**config.mk**
```make
export PLATFORM = sky130hd
export DESIGN_NAME = uart_tx_param
export DESIGN_NICKNAME = d
export VERILOG_FILES = /design/src/rtl/uart_pkg.sv /design/src/rtl/uart_tx_fifo.sv /design/src/rtl/uart_tx_param.sv
export SDC_FILE = /design/constraint.sdc
export NUM_CORES = 1
export LEC_CHECK = 0
export BUFFER_PORTS_ARGS = -buffer_cell sky130_fd_sc_hd__clkbuf_2
export CAP_MARGIN = 20
export CORE_ASPECT_RATIO = 1.5
export CORE_MARGIN = 1
export CORE_UTILIZATION = 46
export CTS_CLUSTER_SIZE = 14
export DETAILED_ROUTE_END_ITERATION = 12
export HOLD_SLACK_MARGIN = 0.05
export SLEW_MARGIN = 20
export SYNTH_ARGS = -nofsm -noshare
export SYNTH_HDL_FRONTEND = slang
export SYNTH_SLANG_ARGS = --single-unit
export TNS_END_PERCENT = 1
```
**constraint.sdc**
```tcl
create_clock -name clock_i -period 4.19 [get_ports clock_i]
set_input_delay 0.838 -clock clock_i [delete_from_list [all_inputs] [get_ports clock_i]]
set_output_delay 0.838 -clock clock_i [all_outputs]
set_load 0.01 [all_outputs]
```
**src/rtl/uart_pkg.sv**
```systemverilog
// Shared constants for the parameterised UART transmitter: FSM encoding and parity modes.
package uart_pkg;

  localparam logic [2:0] ST_IDLE   = 3'd0;
  localparam logic [2:0] ST_START  = 3'd1;
  localparam logic [2:0] ST_DATA   = 3'd2;
  localparam logic [2:0] ST_PARITY = 3'd3;
  localparam logic [2:0] ST_STOP   = 3'd4;

  localparam logic [1:0] PAR_NONE = 2'b00;
  localparam logic [1:0] PAR_EVEN = 2'b01;
  localparam logic [1:0] PAR_ODD  = 2'b10;

  // Mode 2'b11 is treated as no parity.
  function automatic logic parity_enabled(input logic [1:0] mode);
    return (mode == PAR_EVEN) || (mode == PAR_ODD);
  endfunction

endpackage

```
**src/rtl/uart_tx_fifo.sv**
```systemverilog
// Transmit character FIFO with occupancy level, almost-full threshold and overflow pulse.
module uart_tx_fifo #(
  parameter int unsigned DATA_BITS = 8,
  parameter int unsigned FIFO_AW   = 4
) (
  input  logic                 clock_i,
  input  logic                 reset_i,
  input  logic                 wr_i,
  input  logic [DATA_BITS-1:0] wdata_i,
  input  logic                 pop_i,
  input  logic [FIFO_AW:0]     thresh_i,
  output logic [DATA_BITS-1:0] rdata_o,
  output logic [FIFO_AW:0]     level_o,
  output logic                 empty_o,
  output logic                 full_o,
  output logic                 overflow_o
);

  localparam int unsigned        Depth    = 2 ** FIFO_AW;
  localparam logic [FIFO_AW:0]   DepthLvl = {1'b1, {FIFO_AW{1'b0}}};
  localparam logic [FIFO_AW:0]   LvlOne   = (FIFO_AW + 1)'(1);
  localparam logic [FIFO_AW-1:0] PtrOne   = FIFO_AW'(1);

  logic [DATA_BITS-1:0] mem_q [Depth];
  logic [FIFO_AW-1:0]   wr_ptr_q, rd_ptr_q;
  logic [FIFO_AW:0]     level_q, level_d;
  logic [FIFO_AW:0]     thresh_eff;
  logic                 overflow_q;
  logic                 push, pop;

  assign pop  = pop_i && (level_q != '0);
  // A full FIFO still takes a write when the head leaves in the same cycle.
  assign push = wr_i && ((level_q != DepthLvl) || pop);

  always_comb begin
    level_d = level_q;
    if (push && !pop) begin
      level_d = level_q + LvlOne;
    end else if (!push && pop) begin
      level_d = level_q - LvlOne;
    end
  end

  always_ff @(posedge clock_i or posedge reset_i) begin
    if (reset_i) begin
      wr_ptr_q   <= '0;
      rd_ptr_q   <= '0;
      level_q    <= '0;
      overflow_q <= 1'b0;
    end else begin
      if (push) wr_ptr_q <= wr_ptr_q + PtrOne;
      if (pop)  rd_ptr_q <= rd_ptr_q + PtrOne;
      level_q    <= level_d;
      overflow_q <= wr_i && !push;
    end
  end

  always_ff @(posedge clock_i) begin
    if (push) mem_q[wr_ptr_q] <= wdata_i;
  end

  // Out-of-range thresholds collapse to the true depth.
  assign thresh_eff = ((thresh_i == '0) || (thresh_i > DepthLvl)) ? DepthLvl : thresh_i;

  assign rdata_o    = mem_q[rd_ptr_q];
  assign level_o    = level_q;
  assign empty_o    = (level_q == '0);
  assign full_o     = (level_q >= thresh_eff);
  assign overflow_o = overflow_q;

endmodule

```
**src/rtl/uart_tx_param.sv**
```systemverilog
// Parameterised UART transmitter: FIFO-fed framer with latched per-frame baud/parity/stop config.
module uart_tx_param
  import uart_pkg::*;
#(
  parameter int unsigned DATA_BITS = 8,
  parameter int unsigned FIFO_AW   = 4,
  parameter int unsigned DIV_W     = 16
) (
  input  logic                 clock_i,
  input  logic                 reset_i,
  input  logic [DATA_BITS-1:0] data_i,
  input  logic                 data_write_i,
  input  logic [FIFO_AW:0]     data_buffer_full_tresh_i,
  input  logic [DIV_W-1:0]     baud_div_i,
  input  logic [1:0]           parity_mode_i,
  input  logic                 stop_bits_i,
  input  logic                 tx_enable_i,
  output logic                 data_buffer_full_o,
  output logic                 data_buffer_empty_o,
  output logic [FIFO_AW:0]     data_buffer_level_o,
  output logic                 overflow_o,
  output logic                 busy_o,
  output logic                 uart_tx_o
);

  localparam logic [DIV_W-1:0] DivOne  = DIV_W'(1);
  localparam logic [2:0]       LastBit = 3'(DATA_BITS - 1);

  logic [2:0]           state_q, state_d;
  logic [DIV_W-1:0]     cnt_q, cnt_d;
  logic [DIV_W-1:0]     div_q, div_d;
  logic [2:0]           bit_q, bit_d;
  logic [DATA_BITS-1:0] shift_q, shift_d;
  logic                 par_bit_q, par_bit_d;
  logic                 par_en_q, par_en_d;
  logic                 stop2_q, stop2_d;
  logic                 stop_n_q, stop_n_d;

  logic                 fifo_pop;
  logic                 fifo_empty;
  logic [DATA_BITS-1:0] fifo_rdata;
  logic                 bit_end;
  logic                 start_ok;
  logic                 load;

  uart_tx_fifo #(
    .DATA_BITS (DATA_BITS),
    .FIFO_AW   (FIFO_AW)
  ) u_fifo (
    .clock_i    (clock_i),
    .reset_i    (reset_i),
    .wr_i       (data_write_i),
    .wdata_i    (data_i),
    .pop_i      (fifo_pop),
    .thresh_i   (data_buffer_full_tresh_i),
    .rdata_o    (fifo_rdata),
    .level_o    (data_buffer_level_o),
    .empty_o    (fifo_empty),
    .full_o     (data_buffer_full_o),
    .overflow_o (overflow_o)
  );

  assign bit_end  = (cnt_q == div_q);
  assign start_ok = tx_enable_i && !fifo_empty;

  always_comb begin
    state_d   = state_q;
    cnt_d     = bit_end ? '0 : cnt_q + DivOne;
    div_d     = div_q;
    bit_d     = bit_q;
    shift_d   = shift_q;
    par_bit_d = par_bit_q;
    par_en_d  = par_en_q;
    stop2_d   = stop2_q;
    stop_n_d  = stop_n_q;
    load      = 1'b0;
    fifo_pop  = 1'b0;

    case (state_q)
      ST_IDLE: begin
        cnt_d = '0;
        load  = start_ok;
      end
      ST_START: begin
        if (bit_end) begin
          state_d = ST_DATA;
          bit_d   = '0;
        end
      end
      ST_DATA: begin
        if (bit_end) begin
          if (bit_q == LastBit) begin
            state_d  = par_en_q ? ST_PARITY : ST_STOP;
            stop_n_d = 1'b0;
          end else begin
            shift_d = shift_q >> 1;
            bit_d   = bit_q + 3'd1;
          end
        end
      end
      ST_PARITY: begin
        if (bit_end) begin
          state_d  = ST_STOP;
          stop_n_d = 1'b0;
        end
      end
      ST_STOP: begin
        if (bit_end) begin
          if (stop2_q && !stop_n_q) begin
            stop_n_d = 1'b1;
          end else if (start_ok) begin
            load = 1'b1;
          end else begin
            state_d = ST_IDLE;
          end
        end
      end
      default: state_d = ST_IDLE;
    endcase

    // Pop the head and freeze the line configuration for the whole frame.
    if (load) begin
      fifo_pop  = 1'b1;
      state_d   = ST_START;
      cnt_d     = '0;
      div_d     = baud_div_i;
      shift_d   = fifo_rdata;
      par_en_d  = parity_enabled(parity_mode_i);
      par_bit_d = (^fifo_rdata) ^ (parity_mode_i == PAR_ODD);
      stop2_d   = stop_bits_i;
    end
  end

  always_ff @(posedge clock_i or posedge reset_i) begin
    if (reset_i) begin
      state_q   <= ST_IDLE;
      cnt_q     <= '0;
      div_q     <= '0;
      bit_q     <= '0;
      shift_q   <= '0;
      par_bit_q <= 1'b0;
      par_en_q  <= 1'b0;
      stop2_q   <= 1'b0;
      stop_n_q  <= 1'b0;
    end else begin
      state_q   <= state_d;
      cnt_q     <= cnt_d;
      div_q     <= div_d;
      bit_q     <= bit_d;
      shift_q   <= shift_d;
      par_bit_q <= par_bit_d;
      par_en_q  <= par_en_d;
      stop2_q   <= stop2_d;
      stop_n_q  <= stop_n_d;
    end
  end

  always_comb begin
    uart_tx_o = 1'b1;
    case (state_q)
      ST_START:  uart_tx_o = 1'b0;
      ST_DATA:   uart_tx_o = shift_q[0];
      ST_PARITY: uart_tx_o = par_bit_q;
      default:   uart_tx_o = 1'b1;
    endcase
  end

  assign busy_o              = (state_q != ST_IDLE);
  assign data_buffer_empty_o = fifo_empty;

endmodule

```
==> qor.csv, run 1 <==
stage,metric,value,unit
finish,fraction of final layout cells sized beyond drive strength 1,20.9,%
clock_tree,clk buf depth,2,
global_routing,first-pass GRT wire length,26300,um
timing,final clock skew,0.00890,ns
timing,"Slew Viols, Final",0,
timing,Max Fclk,0.273,GHz
status,result of the run,finished clean,
setup_path,combined buffer and inverter count along the critical path,2,
timing,number of endpoints failing setup at the final stage,0,
hold_path,worst min-delay path class,flop to flop,
global_routing,initial antenna violation count,1,
floorplanning,vertical die dimension,168,um
yosys,fraction of the yosys area taken by sequential cells,64.3,%
floorplanning,Std-Cell Rows,60,
floorplanning,x dimension of the die,113,um
floorplanning,die area,0.0190,mm^2
finish,fillers,1495,
hold_path,Hold Crit Depth,2,
setup_path,crit-path max FO,2,
clock_tree,clock slew seen by the registers of the worst setup and hold paths,0.07,ns
yosys,Post-synth EDFFs,128,
floorplanning,number of top-level design ports,46,
place,final RePlAce weighted congestion,0.860,
yosys,Syn Std Cell Area,0.00846,mm^2
clock_tree,post-cts gate resize count,0,
yosys,number of instances in the synthesized netlist,534,
setup_path,startpoint type of the worst setup path,input pin,
route,Detailed Route WL,16500,um
clock_tree,number of buffers inserted by post-CTS setup repair,0,
timing,min Tclk post-route,3.66,ns
setup_path,class of the most critical setup path,input pin to output port,
clock_tree,count of H-tree levels built during CTS,4,
clock_tree,master cell of the clock root buffer,sky130_fd_sc_hd__clkbuf_16,
timing,headroom to the max-slew limit,54.4,%
finish,Storage cell area,0.00545,mm^2
route,Remaining DRCs,0,
hold_path,startpoint of the most critical hold path,bit_q[1]$_DFFE_PP0P_,
timing,unrepaired setup endpoints after global routing,no,
finish,final net count,660,
setup_path,flop-to-flop setup slack,0.74,ns
global_routing,number of global-route vias before repair,4910,
setup_path,R2R cell count,14,
route,remaining number of nets flagged by the antenna check after routing,0,
finish,design area,0.00959,mm^2
finish,footprint of the multi-input gates,0.00283,mm^2
hold_path,endpoint of the worst hold path,bit_q[1]$_DFFE_PP0P_,
setup_path,critical path endpoint category,output port,
clock_tree,clock latency reported for the late side of the worst-skew pair,0.42,ns
pwr,Pwr Total,6.33,mW
route,per-cell via count in the routed design,5.58,
finish,synthesis-to-layout area growth,13.3,%
route,number of design-rule violations left by the first detailed-router iteration,215,
pwr,Worst VDD drop,0.364,mV
setup_path,start of the worst register-to-register path,cnt_q[9]$_DFF_PP0_,
place,placed inst area,0.00905,mm^2
setup_path,Required @ worst endpoint,3.35,ns
flow_run,max-cap check violation count,0,
timing,worst hold slack across all endpoints,0.495,ns
clock_tree,CTS Hold Bufs,0,
yosys,post-synth net total,590,
setup_path,delay of the slowest cell on the worst path,0.52,ns
floorplanning,initial standard-cell utilization of the core,47.2,%
floorplanning,area of the core,0.0179,mm^2
timing,Worst-Margin Slew,0.683,ns
clock_tree,clock tree from TritonCTS,done,
finish,final cell count without fillers,835,
yosys,"Warnings, synthesis",0,
pwr,P_leak,3.73,nW
place,Post-Place Cells,802,
global_routing,aggregate global routing overflow,0,
setup_path,R2R Path End,u_fifo.level_o[4]$_DFFE_PP0P_,
global_routing,all-layer global routing usage,18.7,%
place,buffers added on ports,45,
yosys,most used flip-flop cell after synthesis,sky130_fd_sc_hd__edfxtp_1,
clock_tree,number of buffers created by CTS,17,
clock_tree,Clock Sinks,192,
yosys,synthesized area divided by synthesized cell count,15.8,um^2
pwr,Cell Pwr Density,660,mW/mm^2
yosys,"FFs w/ async S/R, synth",33.3,%
setup_path,cell-by-cell listing of the critical path,clkbuf_2 > or4_1 > ha_1 > nand2b_1 > ha_1 > a21o_1 > a21oi_1 > nor2b_1 > o21ai_0 > nand2b_1 > clkbuf_2,
setup_path,cell at the slowest stage of the critical path,sky130_fd_sc_hd__or4_1,
setup_path,cell family with the largest share of critical-path delay,simple AND/OR/NAND/NOR gates,
route,total number of vias,4658,
route,average wire length per cell after detail routing,19.8,um
route,TritonRoute pass-1 iters,4,
timing,crit share post-route,87.4,%
yosys,flip-flop and latch count after synthesis,192,
global_routing,maximum number of pins on one net before global-route repair,36,
timing,total negative slack,0,ns
yosys,number of unique standard cell types used by synthesis,50,
place,HPWL after detailed placement,11500,um
setup_path,arrival time at the worst endpoint,2.83,ns
timing,final hold violation count,0,
## layer usage
metal | GRT usage [%] | wire length, um
met1 | 21.1 | 6470
met2 | 34.4 | 9210
met3 | 3.31 | 459
met4 | 8.41 | 376
met5 | 0 | 0
## power breakdown
group          internal [mW]  leakage, nW  switching, mW
Combinational           1.10         1.51           1.11
Clock                  0.768        0.257          0.702
Sequential              2.38         1.96          0.271
## cell families after synthesis
family | Yosys count | synth area share (%)
AO/OA/AOI/OAI | 46 | 3.42
XOR/XNOR | 45 | 5.23
buffers and inverters | 41 | 2.48
AND/OR/NAND/NOR | 121 | 7.05
flip-flops | 192 | 64.3
adder cells (fa/ha/maj) | 20 | 3.05
multiplexers | 69 | 14.4
## layout make-up
class / count / area share, %
well taps: 217 / 2.83
multi-input cells: 301 / 29.5
clock inverters: 14 / 1.11
flip-flops and latches: 192 / 56.8
clock buffers: 18 / 4.47
repair buffers: 72 / 4.46
diodes: 1 / 0.0261
inverters: 20 / 0.783
## tightest hold or removal path, delay by kind of cell (launching register included)
kind / cells / cell delay (ns)
AO/OA/AOI/OAI: 1 / 0.06
flip-flops: 1 / 0.35
AND/OR/NAND/NOR: 1 / 0.05
## synth_stat cells (all sizes together), types with 2 or more instances
library cell,n,area share (%)
a21oi,9,0.53
edfxtp,128,45
nand2b,6,0.44
ha,19,2.8
and3,4,0.30
xor2,28,2.9
o2111ai,3,0.31
clkbuf,9,0.40
dfrtp,64,19
nand3,10,0.59
mux2i,14,1.7
nor2,35,1.6
nor4,14,1.0
nor2b,5,0.37
o21ai,19,1.1
nand4,5,0.37
xnor2,14,1.5
nor3,2,0.12
inv,20,0.89
mux2,20,2.7
nand2,27,1.2
a21o,3,0.27
or4,3,0.27
nor3b,2,0.18
or3,4,0.30
xnor3,3,0.80
buf,12,1.2
a22oi,4,0.35
mux4,35,10
and2,2,0.15
## cell usage in the layout, fill, tap and decap left out, types with 6 or more instances in the layout
cell / instances
sky130_fd_sc_hd__ha_1: 19
sky130_fd_sc_hd__nand2b_1: 6
sky130_fd_sc_hd__clkbuf_16: 17
sky130_fd_sc_hd__clkbuf_2: 45
sky130_fd_sc_hd__mux4_1: 18
sky130_fd_sc_hd__a21oi_1: 8
sky130_fd_sc_hd__edfxtp_1: 128
sky130_fd_sc_hd__nor2_1: 35
sky130_fd_sc_hd__o21ai_1: 12
sky130_fd_sc_hd__mux2_1: 19
sky130_fd_sc_hd__xnor2_1: 13
sky130_fd_sc_hd__mux2i_1: 14
sky130_fd_sc_hd__mux4_2: 17
sky130_fd_sc_hd__nand3_1: 10
sky130_fd_sc_hd__inv_1: 16
sky130_fd_sc_hd__buf_4: 27
sky130_fd_sc_hd__nor4_1: 12
sky130_fd_sc_hd__dfrtp_1: 63
sky130_fd_sc_hd__xor2_1: 28
sky130_fd_sc_hd__nand2_1: 27
sky130_fd_sc_hd__o21ai_0: 7
## state kept, by name, summed over array words and instances, names as in the netlist
signal and cells:
u_fifo.overflow_o 1, u_fifo.mem_q 128, stop2_q 1, u_fifo.rd_ptr_q 4, cnt_q 16, u_fifo.level_o 5, u_fifo.wr_ptr_q 4, par_bit_q 1
div_q 16, shift_q 8, par_en_q 1, stop_n_q 1, state_q 3, bit_q 3
## stage by stage
stage,worst slack [ns],util [%]
after global routing,0.345,53.5
final,0.526,53.5
after detailed placement,0.515,50.5
after CTS,0.504,53.4
after global placement,0.538,50.5
after floorplan,0.745,-
## worst max path at each step
stage               slack [ns]                            end                         from  cells past startpoint
floorplan                 0.74  u_fifo.level_o[4]$_DFFE_PP0P_                  tx_enable_i                     14
global placement          0.54             data_buffer_full_o  data_buffer_full_tresh_i[1]                     11
detailed placement        0.52             data_buffer_full_o  data_buffer_full_tresh_i[1]                     11
CTS                       0.50             data_buffer_full_o  data_buffer_full_tresh_i[1]                     11
global route              0.34             data_buffer_full_o  data_buffer_full_tresh_i[1]                     11
finish                    0.53             data_buffer_full_o  data_buffer_full_tresh_i[1]                     11
Power figures use the tool's default switching activity.
==> inputs of run 2 (changes only) <==
CORE_ASPECT_RATIO = 0.9   (was 1.5)
CTS_CLUSTER_DIAMETER = 100   (was default)
SKIP_LAST_GASP = 1   (was default)
==> run 2 against run 1 <==
  * Combinational power decreased by 3%
  * Cell count is 2.5% higher
  * Sequential power increased by 3%
  * Via count grew 0.62%
  * Wire length increased by 1.6%
  * Design area rose by 1.1%
  * Global-route usage increased by 0.39 points
  * Clock skew up 0.0058 ns
  * Clock-buffer cell count shrank 1
  * Register-to-register slack better by 0.07 ns
  * Utilization grew 1.1 points
==> qor.csv, run 2 (synthesis results as in run 1) <==
stage,metric,value,unit,change
pwr,clock network fraction of design power,25.0,%,was 23.2%
route,total number of vias,4687,,was 4658
setup_path,class of the most critical setup path,input pin to output port,,unchanged
route,TritonRoute pass-1 iters,4,,unchanged
floorplanning,initial standard-cell utilization of the core,47.6,%,was 47.2%
route,Remaining DRCs,0,,unchanged
global_routing,number of global-route vias before repair,4823,,was 4910
pwr,Gate power share,33.1,%,was 34.9%
setup_path,R2R cell count,16,,was 14
place,HPWL after detailed placement,11000,um,was 11500 um
timing,total negative slack,0,ns,unchanged
pwr,share of total power in sequential cells,41.9,%,was 41.8%
timing,Final WS setup,0.499,ns,was 0.526 ns
flow_run,max-cap check violation count,0,,unchanged
finish,fillers,1413,,was 1495
pwr,Switching Share,33.2,%,was 32.9%
setup_path,Required @ worst endpoint,3.35,ns,about the same
setup_path,crit-path max FO,2,,unchanged
clock_tree,clock slew seen by the registers of the worst setup and hold paths,0.07,ns,about the same
pwr,Pint,4.33,mW,was 4.25 mW
global_routing,maximum number of pins on one net before global-route repair,48,,was 36
clock_tree,clock tree from TritonCTS,done,,unchanged
setup_path,start of the worst register-to-register path,cnt_q[8]$_DFF_PP0_,,was cnt_q[9]$_DFF_PP0_
global_routing,initial antenna violation count,0,,was 1
clock_tree,number of buffers created by CTS,17,,unchanged
setup_path,critical path endpoint category,output port,,unchanged
global_routing,first-pass GRT wire length,26600,um,was 26300 um
timing,worst hold slack across all endpoints,0.498,ns,was 0.495 ns
floorplanning,die area,0.0189,mm^2,was 0.0190 mm^2
place,final RePlAce weighted congestion,0.843,,was 0.860
place,worst setup slack before clock tree synthesis,0.479,ns,was 0.515 ns
finish,fraction of final layout cells sized beyond drive strength 1,21.4,%,was 20.9%
floorplanning,vertical die dimension,131,um,was 168 um
timing,headroom to the max-slew limit,47.7,%,was 54.4%
finish,number of flip-flops under the largest register name,128,,unchanged
pwr,Cell Pwr Density,668,mW/mm^2,was 660 mW/mm^2
finish,synthesis-to-layout area growth,14.6,%,was 13.3%
floorplanning,Std-Cell Rows,46,,was 60
timing,"Slew Viols, Final",0,,unchanged
finish,Storage cell area,0.00545,mm^2,unchanged
clock_tree,number of buffers inserted by post-CTS setup repair,0,,unchanged
pwr,Worst VDD drop,0.452,mV,was 0.364 mV
finish,"commonest cells after routing, fill and taps aside","128 x sky130_fd_sc_hd__edfxtp_1, 63 x sky130_fd_sc_hd__dfrtp_1, 45 x sky130_fd_sc_hd__clkbuf_2, 35 x sky130_fd_sc_hd__nor2_1, 28 x sky130_fd_sc_hd__xor2_1",,unchanged
clock_tree,clock latency reported for the late side of the worst-skew pair,0.43,ns,was 0.42 ns
timing,final clock skew,0.0147,ns,was 0.00890 ns
timing,Worst-Margin Slew,0.783,ns,was 0.683 ns
clock_tree,count of H-tree levels built during CTS,4,,unchanged
pwr,Pwr Total,6.48,mW,was 6.33 mW
finish,core occupancy in the finished layout,54.5,%,was 53.5%
clock_tree,Clock Sinks,192,,unchanged
timing,final hold violation count,0,,unchanged
timing,Max Fclk,0.271,GHz,was 0.273 GHz
status,result of the run,finished clean,,unchanged
clock_tree,clk buf depth,2,,unchanged
timing,crit share post-route,88.1,%,was 87.4%
finish,"leading cell type in the layout, fill and taps excluded",sky130_fd_sc_hd__edfxtp_1,,unchanged
hold_path,worst min-delay path class,input pin to asynchronous set/reset pin,,was flop to flop
setup_path,arrival time at the worst endpoint,2.85,ns,was 2.83 ns
route,Detailed Route WL,16800,um,was 16500 um
timing,number of endpoints failing setup at the final stage,0,,unchanged
global_routing,aggregate global routing overflow,0,,unchanged
floorplanning,area of the core,0.0178,mm^2,was 0.0179 mm^2
timing,unrepaired setup endpoints after global routing,no,,unchanged
route,remaining number of nets flagged by the antenna check after routing,0,,unchanged
route,average wire length per cell after detail routing,19.6,um,was 19.8 um
setup_path,flop-to-flop setup slack,0.81,ns,was 0.74 ns
timing,min Tclk post-route,3.69,ns,was 3.66 ns
pwr,P_leak,3.76,nW,was 3.73 nW
clock_tree,CTS Hold Bufs,0,,unchanged
clock_tree,master cell of the clock root buffer,sky130_fd_sc_hd__clkbuf_16,,unchanged
floorplanning,number of top-level design ports,46,,unchanged
finish,most flop-heavy register,u_fifo.mem_q,,unchanged
finish,final net count,659,,was 660
setup_path,startpoint type of the worst setup path,input pin,,unchanged
route,number of design-rule violations left by the first detailed-router iteration,314,,was 215
clock_tree,post-cts gate resize count,0,,unchanged
global_routing,all-layer global routing usage,19.1,%,was 18.7%
floorplanning,x dimension of the die,145,um,was 113 um
pwr,switching power,2.15,mW,was 2.08 mW
finish,largest registers,"u_fifo.mem_q (128), cnt_q (16), div_q (16)",,unchanged
route,per-cell via count in the routed design,5.48,,was 5.58
setup_path,R2R Path End,u_fifo.level_o[4]$_DFFE_PP0P_,,unchanged
place,buffers added on ports,45,,unchanged
finish,total inserted antenna cells,0,,was 1
finish,footprint of the multi-input gates,0.00285,mm^2,was 0.00283 mm^2
run 2: changes by cell type in the layout (fill, tap and decap cells not counted), moves of 2 or more:
cell                       previous run  this run
sky130_fd_sc_hd__inv_8                1         5
sky130_fd_sc_hd__inv_6                5         1
sky130_fd_sc_hd__nor4_1              12         9
sky130_fd_sc_hd__buf_4               27        25
sky130_fd_sc_hd__nor4_2               2         5
sky130_fd_sc_hd__clkinv_8             0         2
run 2: layout make-up:
| class | count | share of cell area [%] |
|---|---|---|
| sequential | 192 | 56.1 |
| multi-input combinational | 301 | 29.4 |
| timing repair buffer | 71 | 4.46 |
| clock buffer | 17 | 4.39 |
| tap | 240 | 3.10 |
| clock inverter | 15 | 1.74 |
| inverter | 20 | 0.787 |
run 2: worst max-delay path, stage by stage:
cell and delay, ns:
sky130_fd_sc_hd__clkbuf_2 0.09, sky130_fd_sc_hd__or4_1 0.52, sky130_fd_sc_hd__ha_1 0.30, sky130_fd_sc_hd__nand2b_1 0.15
sky130_fd_sc_hd__ha_1 0.27, sky130_fd_sc_hd__a21o_1 0.15, sky130_fd_sc_hd__a21oi_1 0.15, sky130_fd_sc_hd__nor2b_1 0.06
sky130_fd_sc_hd__o21ai_0 0.14, sky130_fd_sc_hd__nand2b_1 0.07, sky130_fd_sc_hd__clkbuf_2 0.12
run 2: routing by layer:
| metal | GRT usage, % | up-vias | routed length, um |
|---|---|---|---|
| li1 | - | 2170 | - |
| met4 | 8.14 | 0 | 267 |
| met3 | 4.06 | 20 | 1180 |
| met1 | 25.2 | 2356 | 7370 |
| met5 | 0 | - | 0 |
| met2 | 31.2 | 141 | 7970 |
run 2: per-stage QoR:
stage               std cells  area (um^2)
floorplan                 534         8460
global placement          824         9100
detailed placement        824         9100
CTS                       856         9700
global route              856         9700
finish                    856         9700
run 2: worst max-delay path by stage:
stage | from | endpoint | cells after the start
final | data_buffer_full_tresh_i[1] | data_buffer_full_o | 11
after detailed placement | data_buffer_full_tresh_i[1] | data_buffer_full_o | 11
after CTS | data_buffer_full_tresh_i[1] | data_buffer_full_o | 11
after global placement | data_buffer_full_tresh_i[1] | data_buffer_full_o | 11
after floorplan | tx_enable_i | u_fifo.level_o[4]$_DFFE_PP0P_ | 14
after global routing | data_buffer_full_tresh_i[1] | data_buffer_full_o | 11
run 2: power by group through the flow:
stage                     sequential, mW  clock (mW)  combinational [mW]
after floorplan                     2.58           0                1.76
after CTS                           2.72        1.65                2.18
after detailed placement            2.76           0                2.17
after global routing                2.77        1.72                2.34
after global placement              2.74           0                2.13
final                               2.72        1.62                2.15
